<file path="src/rtl/tmds_pkg.sv">
`default_nettype none
// ============================================================================
// Module   : tmds_pkg
// Brief    : Shared TMDS types, symbol constants and encoder helper functions.
// Revision : 1.0 - initial multi-channel release
// ============================================================================
package tmds_pkg;

    typedef enum logic [1:0] {
        CTRL  = 2'd0,
        VIDEO = 2'd1,
        TERC4 = 2'd2,
        GUARD = 2'd3
    } tmds_mode_t;

    localparam logic [9:0] CTRL_00 = 10'b1101010100;
    localparam logic [9:0] CTRL_01 = 10'b0010101011;
    localparam logic [9:0] CTRL_10 = 10'b0101010100;
    localparam logic [9:0] CTRL_11 = 10'b1010101011;

    localparam logic [9:0] VGB_CH0_2 = 10'b1011001100;
    localparam logic [9:0] VGB_CH1   = 10'b0100110011;
    localparam logic [9:0] DIGB      = 10'b0100110011;

    localparam logic [9:0] TERC4_TAB [16] = '{
        10'b1010011100, 10'b1001100011, 10'b1011100100, 10'b1011100010,
        10'b0101110001, 10'b0100011110, 10'b0110001110, 10'b0100111100,
        10'b1011001100, 10'b0100111001, 10'b0110011100, 10'b1011000110,
        10'b1010001110, 10'b1001110001, 10'b0101100011, 10'b1011000011
    };

    function automatic logic [3:0] popcount8(input logic [7:0] d);
        logic [3:0] s;
        s = '0;
        for (int i = 0; i < 8; i++) begin
            s = s + {3'b000, d[i]};
        end
        return s;
    endfunction

    // Transition-minimising stage: bit 8 is 1 when the XOR chain was used.
    function automatic logic [8:0] tmds_qm(input logic [7:0] d);
        logic [8:0] q;
        logic       xn;
        logic [3:0] n1;
        n1   = popcount8(d);
        xn   = (n1 > 4'd4) || ((n1 == 4'd4) && !d[0]);
        q    = '0;
        q[0] = d[0];
        for (int i = 1; i < 8; i++) begin
            q[i] = xn ? ~(q[i-1] ^ d[i]) : (q[i-1] ^ d[i]);
        end
        q[8] = ~xn;
        return q;
    endfunction

endpackage : tmds_pkg
`default_nettype wire

</file>
<file path="src/rtl/tmds_lane_enc.sv">
`default_nettype none
// ============================================================================
// Module   : tmds_lane_enc
// Brief    : One TMDS lane: q_m stage, running disparity, mode mux, output reg.
// Revision : 1.0 - initial multi-channel release
// ============================================================================
module tmds_lane_enc
    import tmds_pkg::*;
#(
    parameter int LANE_IDX     = 0,
    parameter int GB_DI_CH0_EN = 0
) (
    input  logic       clk_in,
    input  logic       rst_in,
    input  logic [1:0] mode_in,
    input  logic       gb_di_in,
    input  logic [7:0] data_in,
    input  logic [1:0] control_in,
    input  logic [3:0] terc_in,
    output logic [9:0] tmds_out
);

    localparam logic [9:0] c_vgb_sym = ((LANE_IDX % 3) == 1) ? VGB_CH1 : VGB_CH0_2;

    tmds_mode_t        w_mode;
    logic [8:0]        w_qm;
    logic [3:0]        w_n1;
    logic signed [4:0] w_n1s;
    logic signed [4:0] w_n0s;
    logic signed [4:0] w_diff;
    logic [9:0]        w_sym;
    logic signed [4:0] w_cnt_nxt;

    logic [9:0]        r_tmds;
    logic signed [4:0] r_cnt;

    assign w_mode = tmds_mode_t'(mode_in);
    assign w_qm   = tmds_qm(data_in);
    assign w_n1   = popcount8(w_qm[7:0]);
    assign w_n1s  = signed'({1'b0, w_n1});
    assign w_n0s  = 5'sd8 - w_n1s;
    assign w_diff = w_n1s - w_n0s;

    always_comb begin
        w_sym     = CTRL_00;
        w_cnt_nxt = 5'sd0;
        case (w_mode)
            CTRL: begin
                case (control_in)
                    2'b00:   w_sym = CTRL_00;
                    2'b01:   w_sym = CTRL_01;
                    2'b10:   w_sym = CTRL_10;
                    default: w_sym = CTRL_11;
                endcase
            end
            VIDEO: begin
                if ((r_cnt == 5'sd0) || (w_n1 == 4'd4)) begin
                    w_sym     = {~w_qm[8], w_qm[8], w_qm[8] ? w_qm[7:0] : ~w_qm[7:0]};
                    w_cnt_nxt = r_cnt + (w_qm[8] ? w_diff : -w_diff);
                end else if (((r_cnt > 5'sd0) && (w_n1 > 4'd4)) ||
                             ((r_cnt < 5'sd0) && (w_n1 < 4'd4))) begin
                    w_sym     = {1'b1, w_qm[8], ~w_qm[7:0]};
                    w_cnt_nxt = r_cnt + (w_qm[8] ? 5'sd2 : 5'sd0) - w_diff;
                end else begin
                    w_sym     = {1'b0, w_qm[8], w_qm[7:0]};
                    w_cnt_nxt = r_cnt + w_diff - (w_qm[8] ? 5'sd0 : 5'sd2);
                end
            end
            TERC4: begin
                w_sym = TERC4_TAB[terc_in];
            end
            default: begin
                // Only lane 0 carries header TERC4 during a data-island guard band.
                if (!gb_di_in) begin
                    w_sym = c_vgb_sym;
                end else if (LANE_IDX == 0) begin
                    w_sym = (GB_DI_CH0_EN != 0) ? TERC4_TAB[terc_in] : VGB_CH0_2;
                end else begin
                    w_sym = DIGB;
                end
            end
        endcase
    end

    always_ff @(posedge clk_in or posedge rst_in) begin
        if (rst_in) begin
            r_tmds <= CTRL_00;
            r_cnt  <= 5'sd0;
        end else begin
            r_tmds <= w_sym;
            r_cnt  <= w_cnt_nxt;
        end
    end

    assign tmds_out = r_tmds;

endmodule : tmds_lane_enc
`default_nettype wire

</file>
<file path="src/rtl/tmds_encoder_mc.sv">
`default_nettype none
// ============================================================================
// Module   : tmds_encoder_mc
// Brief    : NUM_CH-lane TMDS/HDMI encoder (CTRL, VIDEO, TERC4, GUARD modes).
// Revision : 1.0 - initial multi-channel release
// ============================================================================
module tmds_encoder_mc
    import tmds_pkg::*;
#(
    parameter int NUM_CH       = 3,
    parameter int GB_DI_CH0_EN = 0
) (
    input  logic                  clk_in,
    input  logic                  rst_in,
    input  logic [1:0]            mode_in,
    input  logic                  gb_di_in,
    input  logic [8*NUM_CH-1:0]   data_in,
    input  logic [2*NUM_CH-1:0]   control_in,
    input  logic [4*NUM_CH-1:0]   terc_in,
    output logic [10*NUM_CH-1:0]  tmds_out
);

    generate
        for (genvar k = 0; k < NUM_CH; k++) begin : g_lane
            tmds_lane_enc #(
                .LANE_IDX     (k),
                .GB_DI_CH0_EN (GB_DI_CH0_EN)
            ) u_lane (
                .clk_in     (clk_in),
                .rst_in     (rst_in),
                .mode_in    (mode_in),
                .gb_di_in   (gb_di_in),
                .data_in    (data_in[8*k +: 8]),
                .control_in (control_in[2*k +: 2]),
                .terc_in    (terc_in[4*k +: 4]),
                .tmds_out   (tmds_out[10*k +: 10])
            );
        end
    endgenerate

endmodule : tmds_encoder_mc
`default_nettype wire

</file>
<file path="config.mk">
export PLATFORM = sky130hd
export DESIGN_NAME = tmds_encoder_mc
export DESIGN_NICKNAME = d
export VERILOG_FILES = /design/src/rtl/tmds_pkg.sv /design/src/rtl/tmds_lane_enc.sv /design/src/rtl/tmds_encoder_mc.sv
export SDC_FILE = /design/constraint.sdc
export NUM_CORES = 1
export LEC_CHECK = 0
export ABC_AREA = 1
export CAP_MARGIN = 40
export CORE_MARGIN = 5
export CORE_UTILIZATION = 35
export DETAILED_ROUTE_END_ITERATION = 7
export SYNTH_ARGS = -nofsm -noshare
export SYNTH_HDL_FRONTEND = slang
export SYNTH_SLANG_ARGS = --single-unit
</file>
<file path="constraint.sdc">
create_clock -name clk_in -period 3 [get_ports clk_in]
set_input_delay 0.6 -clock clk_in [delete_from_list [all_inputs] [get_ports clk_in]]
set_output_delay 0.6 -clock clk_in [all_outputs]
set_load 0.02 [all_outputs]
</file>
# After elaboration in Yosys (flattened, before gate mapping)
# Memories as Yosys holds them, arrays and structs flattened.
# Index checks and enable logic that the tools add are counted.
# Widths: inputs -> output; s select.
# word_totals
mem_count	3
out_inout_bits	30
wordCells	247
inputBits	47
ff_bits	45
romBits	480
# memory_table
name	words	width	read_ports	rd_clocked_by_memory_dff	write_ports	line	text
(no name shown)	16	10	1	0	0	tmds_lane_enc.sv:70	w_sym = TERC4_TAB[terc_in];
(no name shown)	16	10	1	0	0	tmds_lane_enc.sv:70	
(no name shown)	16	10	1	0	0	tmds_lane_enc.sv:70	
# classes
n_lt_le_gt_ge	18
n_eq_ne	14
n_addsub	66
n_bitwise	51
reduce_logical	28
muxes	61
# ops
op	count
$pmux 10 s3	6
$add 4x1->4	36
$mux 10	13
$mux 5	12
$add 5x5->5	9
$sub 5x5->5	9
$eq 4x3->1 const B	6
$gt 4x3->1 const B	6
$mux 8	3
$not 1->1	24
$not 8->8	3
$mux 1	21
$xor 1x1->1	21
$ge 5x5->1 const B	3
$gt 5x1->1 const B	3
$logic_not 5->1	3
$lt 5x1->1 const B	3
$neg 5->5	3
$not 4->5	3
$sub 4x4->5 const A	3
$add 1x1->2	6
$lt 4x3->1 const B	3
$mux 2	6
$logic_and 1x1->1	9
other kinds (5)	24

# Longest topological paths before layout
# depth
depth_word	37
mapped_depth	39
ltp_nobuf	39

# Modules after synthesis
# From an unflattened synthesis, not the netlist that was laid out.
# hier_totals
cells_unflattened	947
area_unflattened_um2	6975.4
# by_module_without_submodules
module	instances	cells_per_inst	seq_area_each_um2	area_per_inst_um2
tmds_lane_enc at g_lane[2].u_lane	1	314	356.6	2394.8
tmds_lane_enc at g_lane[1].u_lane	1	310	356.6	2329.7
tmds_lane_enc at g_lane[0].u_lane	1	323	356.6	2250.9

# Worst setup path before layout
# No wires, ideal clock.
# synth_timing
path_type	input to register
startpoint	input port data_in[16]
endpoint	register g_lane[2].u_lane.r_cnt[4]
arrival_ns	7.316
t_required_ns	2.896
setup_ns	0.104
path_stages	30
path_buffers	1
setup_slack_ns	-4.420
cell_sequence	ha_1 > inv_1 > fa_1 > fa_1 > inv_1 > fa_1 > fa_1 > o31ai_1 > nand2_1 > buf_2 > xor2_1 > ha_1 > inv_1 > fa_1 > inv_1 > fa_1 > fa_1 > inv_1 > fa_1 > ha_1 > nor2_1 > xor2_1 > inv_1 > ha_1 > a21oi_1 > nand2_1 > xor2_1 > nor2_1 > nor2_1 > a221oi_1
# synth_between
elab_chain_len	37
word_cells_on_any_way	61
classes_between	22 x add/sub; 3 x order compare; 2 x eq/ne; 13 x mux; 14 x bitwise; 7 x reduce/logical
# synth_rtl
element	line	text
start: declaration	tmds_encoder_mc.sv:17	input logic [8*NUM_CH-1:0] data_in,
parallel branches: the longest is 35 deep, another holds $add 4x1->4	-	
$mux 5 *	tmds_lane_enc.sv:57	if ((r_cnt == 5'sd0) || (w_n1 == 4'd4)) begin
$mux 5 *	tmds_lane_enc.sv:47	case (w_mode)
named net g_lane[2].u_lane.w_cnt_nxt[4]	tmds_lane_enc.sv:32	logic signed [4:0] w_cnt_nxt;
end signal: assignment	tmds_lane_enc.sv:91	r_cnt <= w_cnt_nxt;
end: declaration	tmds_lane_enc.sv:35	logic signed [4:0] r_cnt;
# Mark *: on every way through the listed nets, which the timed path passes.

# Worst setup path after layout
# layout_timing
startpoint	input port data_in[0]
endpoint	register g_lane[0].u_lane.r_cnt[4]
# layout_between
elab_chain_len	37
word_cells_on_any_way	61
classes_between	22 x add/sub; 3 x order compare; 2 x eq/ne; 13 x mux; 14 x bitwise; 7 x reduce/logical
# layout_rtl
element	line
parallel branches: the longest is 35 deep, another holds $add 4x1->4	-
$mux 5 *	tmds_lane_enc.sv:57
$mux 5 *	tmds_lane_enc.sv:47
named net g_lane[0].u_lane.w_cnt_nxt[4]	tmds_lane_enc.sv:32
end signal: assignment	tmds_lane_enc.sv:91
end: declaration	tmds_lane_enc.sv:35
# Marked as above.

==> summary.txt <==
Outcome
  – Status: complete, but fails checks
  – Failing checks: negative setup slack

Detailed routing
  – 1st-iter DRT viols: 177
  – Number of remaining DRC errors: 0
  – Wire per inst: ~14 um
  – Via Count: 6566
  – Final wirelength: 19000 um
  – Drt first pass iters: 4
  – Final ANT Viol Nets: 0
  – Vias/cell: 4.80

Place
  – Gpl congestion: 0.875
  – Placed instance count: 1327
  – IO buf count: 76
  – Worst slack, placed: -4.52 ns
  – Hpwl dp: 15300 um
  – Area post-placement: approximately 9200 um^2

Timing
  – RSZ-0062 raised after global routing: yes
  – Smallest hold slack: ~0.53 ns
  – Final hold violations: 0
  – Final worst slack: -3.84 ns
  – Slew HR: 0.407
  – Clock skew: 0.00769 ns
  – Fin crit share: 2.28
  – Min Tclk post-route: between 6 and 7 ns
  – Worst slew pin tran: around 0.9 ns
  – Max-slew violations: 0
  – Fmax: ~150 MHz
  – Final setup fails: 42

CTS
  – Total CTS buffers: 5
  – CTS Root Cell: clkbuf_16
  – Clk Latency, worst-skew pair: 0.29 ns
  – Clock sink count: 42
  – Hold Buf Count CTS: 0
  – CTS H-tree lvls: 2
  – Clk pin slew, worst setup/hold paths: 0.06 ns
  – CTS tree: yes
  – Max clock buf depth: 2

Floorplanning
  – Die width: approximately 150 um
  – I/O pins: 77
  – Core Box Area: 18500 um^2
  – Row count: 50
  – Chip Height: roughly 150 um
  – Initial Utilization: 0.353
  – Die area: 21500 um^2

Synthesis
  – Most frequent cells after synthesis: 170 x inv_1, 148 x nand2_1, 95 x ha_1, 70 x nand3_1, 58 x o21ai_0
  – Post-Syn Area: ~6500 um^2
  – Yosys reg bits: between 40 and 50
  – Area contributors post-synth: ha_1 18%, fa_1 13%, dfrtp_1 10%
  – Syn Nets: 1048
  – Sequential fraction of the synthesis area: 0.164
  – Most numerous cell in the Yosys netlist: inv_1
  – Syn Area/Cell: between 7 and 8 um^2
  – Post-synth EDFFs: 0
  – Yosys warns: 0
  – Post-synth ARST share: 1.00
  – Mapped Cells: 865
  – Share of the synthesized area in the top cell type: 0.182
  – Ys flop type: dfrtp_1
  – Yosys cell types: 45
  – Post-synth top area cell: ha_1

Critical path
  – CP Launch Type: input port
  – Critical path fanouts, max: 3
  – Slowest cell on crit path: fa_1
  – Setup CP Type: input port to flip-flop
  – Critical Path RT: 3.14 ns
  – Worst path most repeated cell: fa_1
  – WP data arrival: 6.98 ns
  – Critical path's largest stage delay: 0.54 ns
  – CP Capture Type: flip-flop

Finish
  – Nets: roughly 1300
  – Non-filler instance count after layout: roughly 1400
  – Layout cells sized above 1: 0.383
  – Area Growth Syn to Fin: 55.8%
  – Design area: 10200 um^2
  – Antenna diodes: 0

Global routing
  – Total GRT Usage: 0.176
  – Largest net degree at the start of global routing: 33
  – Vias in the first global route: between 6000 and 7000
  – Global-route wire length before repair: 31500 um
  – Overflow after GRT: 0
  – Antenna violations before repair: 1

Run
  – Max cap viols: 0

Hold path
  – Hold/Removal Path Class: input port to asynchronous set/reset pin
## flip-flops by register name, indices dropped and copies added (netlist names)
signal / count
g_lane.u_lane.r_cnt: 12
g_lane.u_lane.tmds_out: 30
## timing repair
action | 4_1_cts | 5_1_grt
setup buffers | 24 | 14
endpoints found under the setup margin | 42 | 42
gates resized for setup | 126 | 61
pin swaps | 80 | 59
## area by class of cell
cell class                 count  area, um^2
clock buffer                   7         143
clock inverter                 1        5.00
fill                        1705        8340
inverter                     176         684
multi-input combinational    633        5600
sequential                    42        1070
tap                          234         293
timing repair buffer         274        2380
## placed cells by master (no fill, tap or decap), drive strengths merged, types with 10 or more instances in the layout
master,instances
a21oi,40
buf,204
clkdlybuf4s50,64
dfrtp,27
dfstp,15
fa,41
ha,95
inv,174
nand2,164
nand3,72
nand4,11
nor2,32
o211ai,17
o21ai,68
or2,10
xnor2,13
xor2,35
## worst max-delay path: cells and delay by family
| family | cells | cell delay (ns) |
|---|---|---|
| adders and majority gates | 12 | 4.54 |
| AOI/OAI and AO/OA | 4 | 0.59 |
| xor gates and xnor gates | 3 | 0.46 |
| buffers and inverters | 7 | 0.41 |
| and+or+nand+nor | 4 | 0.38 |
## cell families (layout without fill, tap and decap cells)
group,Yosys count,after routing,share of synthesized area
and+or+nand+nor,295,295,0.202
buffers and inverters,190,458,0.110
AOI/OAI and AO/OA,154,154,0.146
adders and majority gates,136,136,0.307
xor gates and xnor gates,48,48,0.0706
DFF,42,42,0.164
## per-layer routing
metal | GRT usage | part of all wire
met2 | 0.318 | 0.52
met3 | 0.0289 | 0.037
met4 | 0.0546 | 0.024
met1 | 0.214 | 0.42
met5 | 0 | 0.00058
## stage by stage
step | setup TNS, ns | util
floorplan | -140.57 | -
global placement | -168.50 | 0.496
detailed placement | -173.06 | 0.497
CTS | -144.87 | 0.532
global route | -149.96 | 0.550
finish | -140.80 | 0.550
## final timing paths
| path | from | slack (ns) | endpoint | depth (start not counted) |
|---|---|---|---|---|
| max | data_in[0] | -3.84 | g_lane[0].u_lane.r_cnt[4]$_DFF_PP0_ | 30 |
| min | rst_in | 0.53 | g_lane[0].u_lane.tmds_out[7]$_DFF_PP0_ | 2 |
| max reg2reg | g_lane[1].u_lane.r_cnt[1]$_DFF_PP0_ | 0.85 | g_lane[1].u_lane.r_cnt[3]$_DFF_PP0_ | 6 |
| min reg2reg | g_lane[1].u_lane.r_cnt[1]$_DFF_PP0_ | 0.72 | g_lane[1].u_lane.r_cnt[1]$_DFF_PP0_ | 3 |
| max in group asynchronous | rst_in | 1.81 | g_lane[2].u_lane.tmds_out[2]$_DFF_PP1_ | 4 |
| min in group clk_in | g_lane[1].u_lane.r_cnt[1]$_DFF_PP0_ | 0.72 | g_lane[1].u_lane.r_cnt[1]$_DFF_PP0_ | 3 |
Power is left out: the tool's default activity adds up to more than one toggle a clock period on the data nets, which glitch-free logic cannot reach.
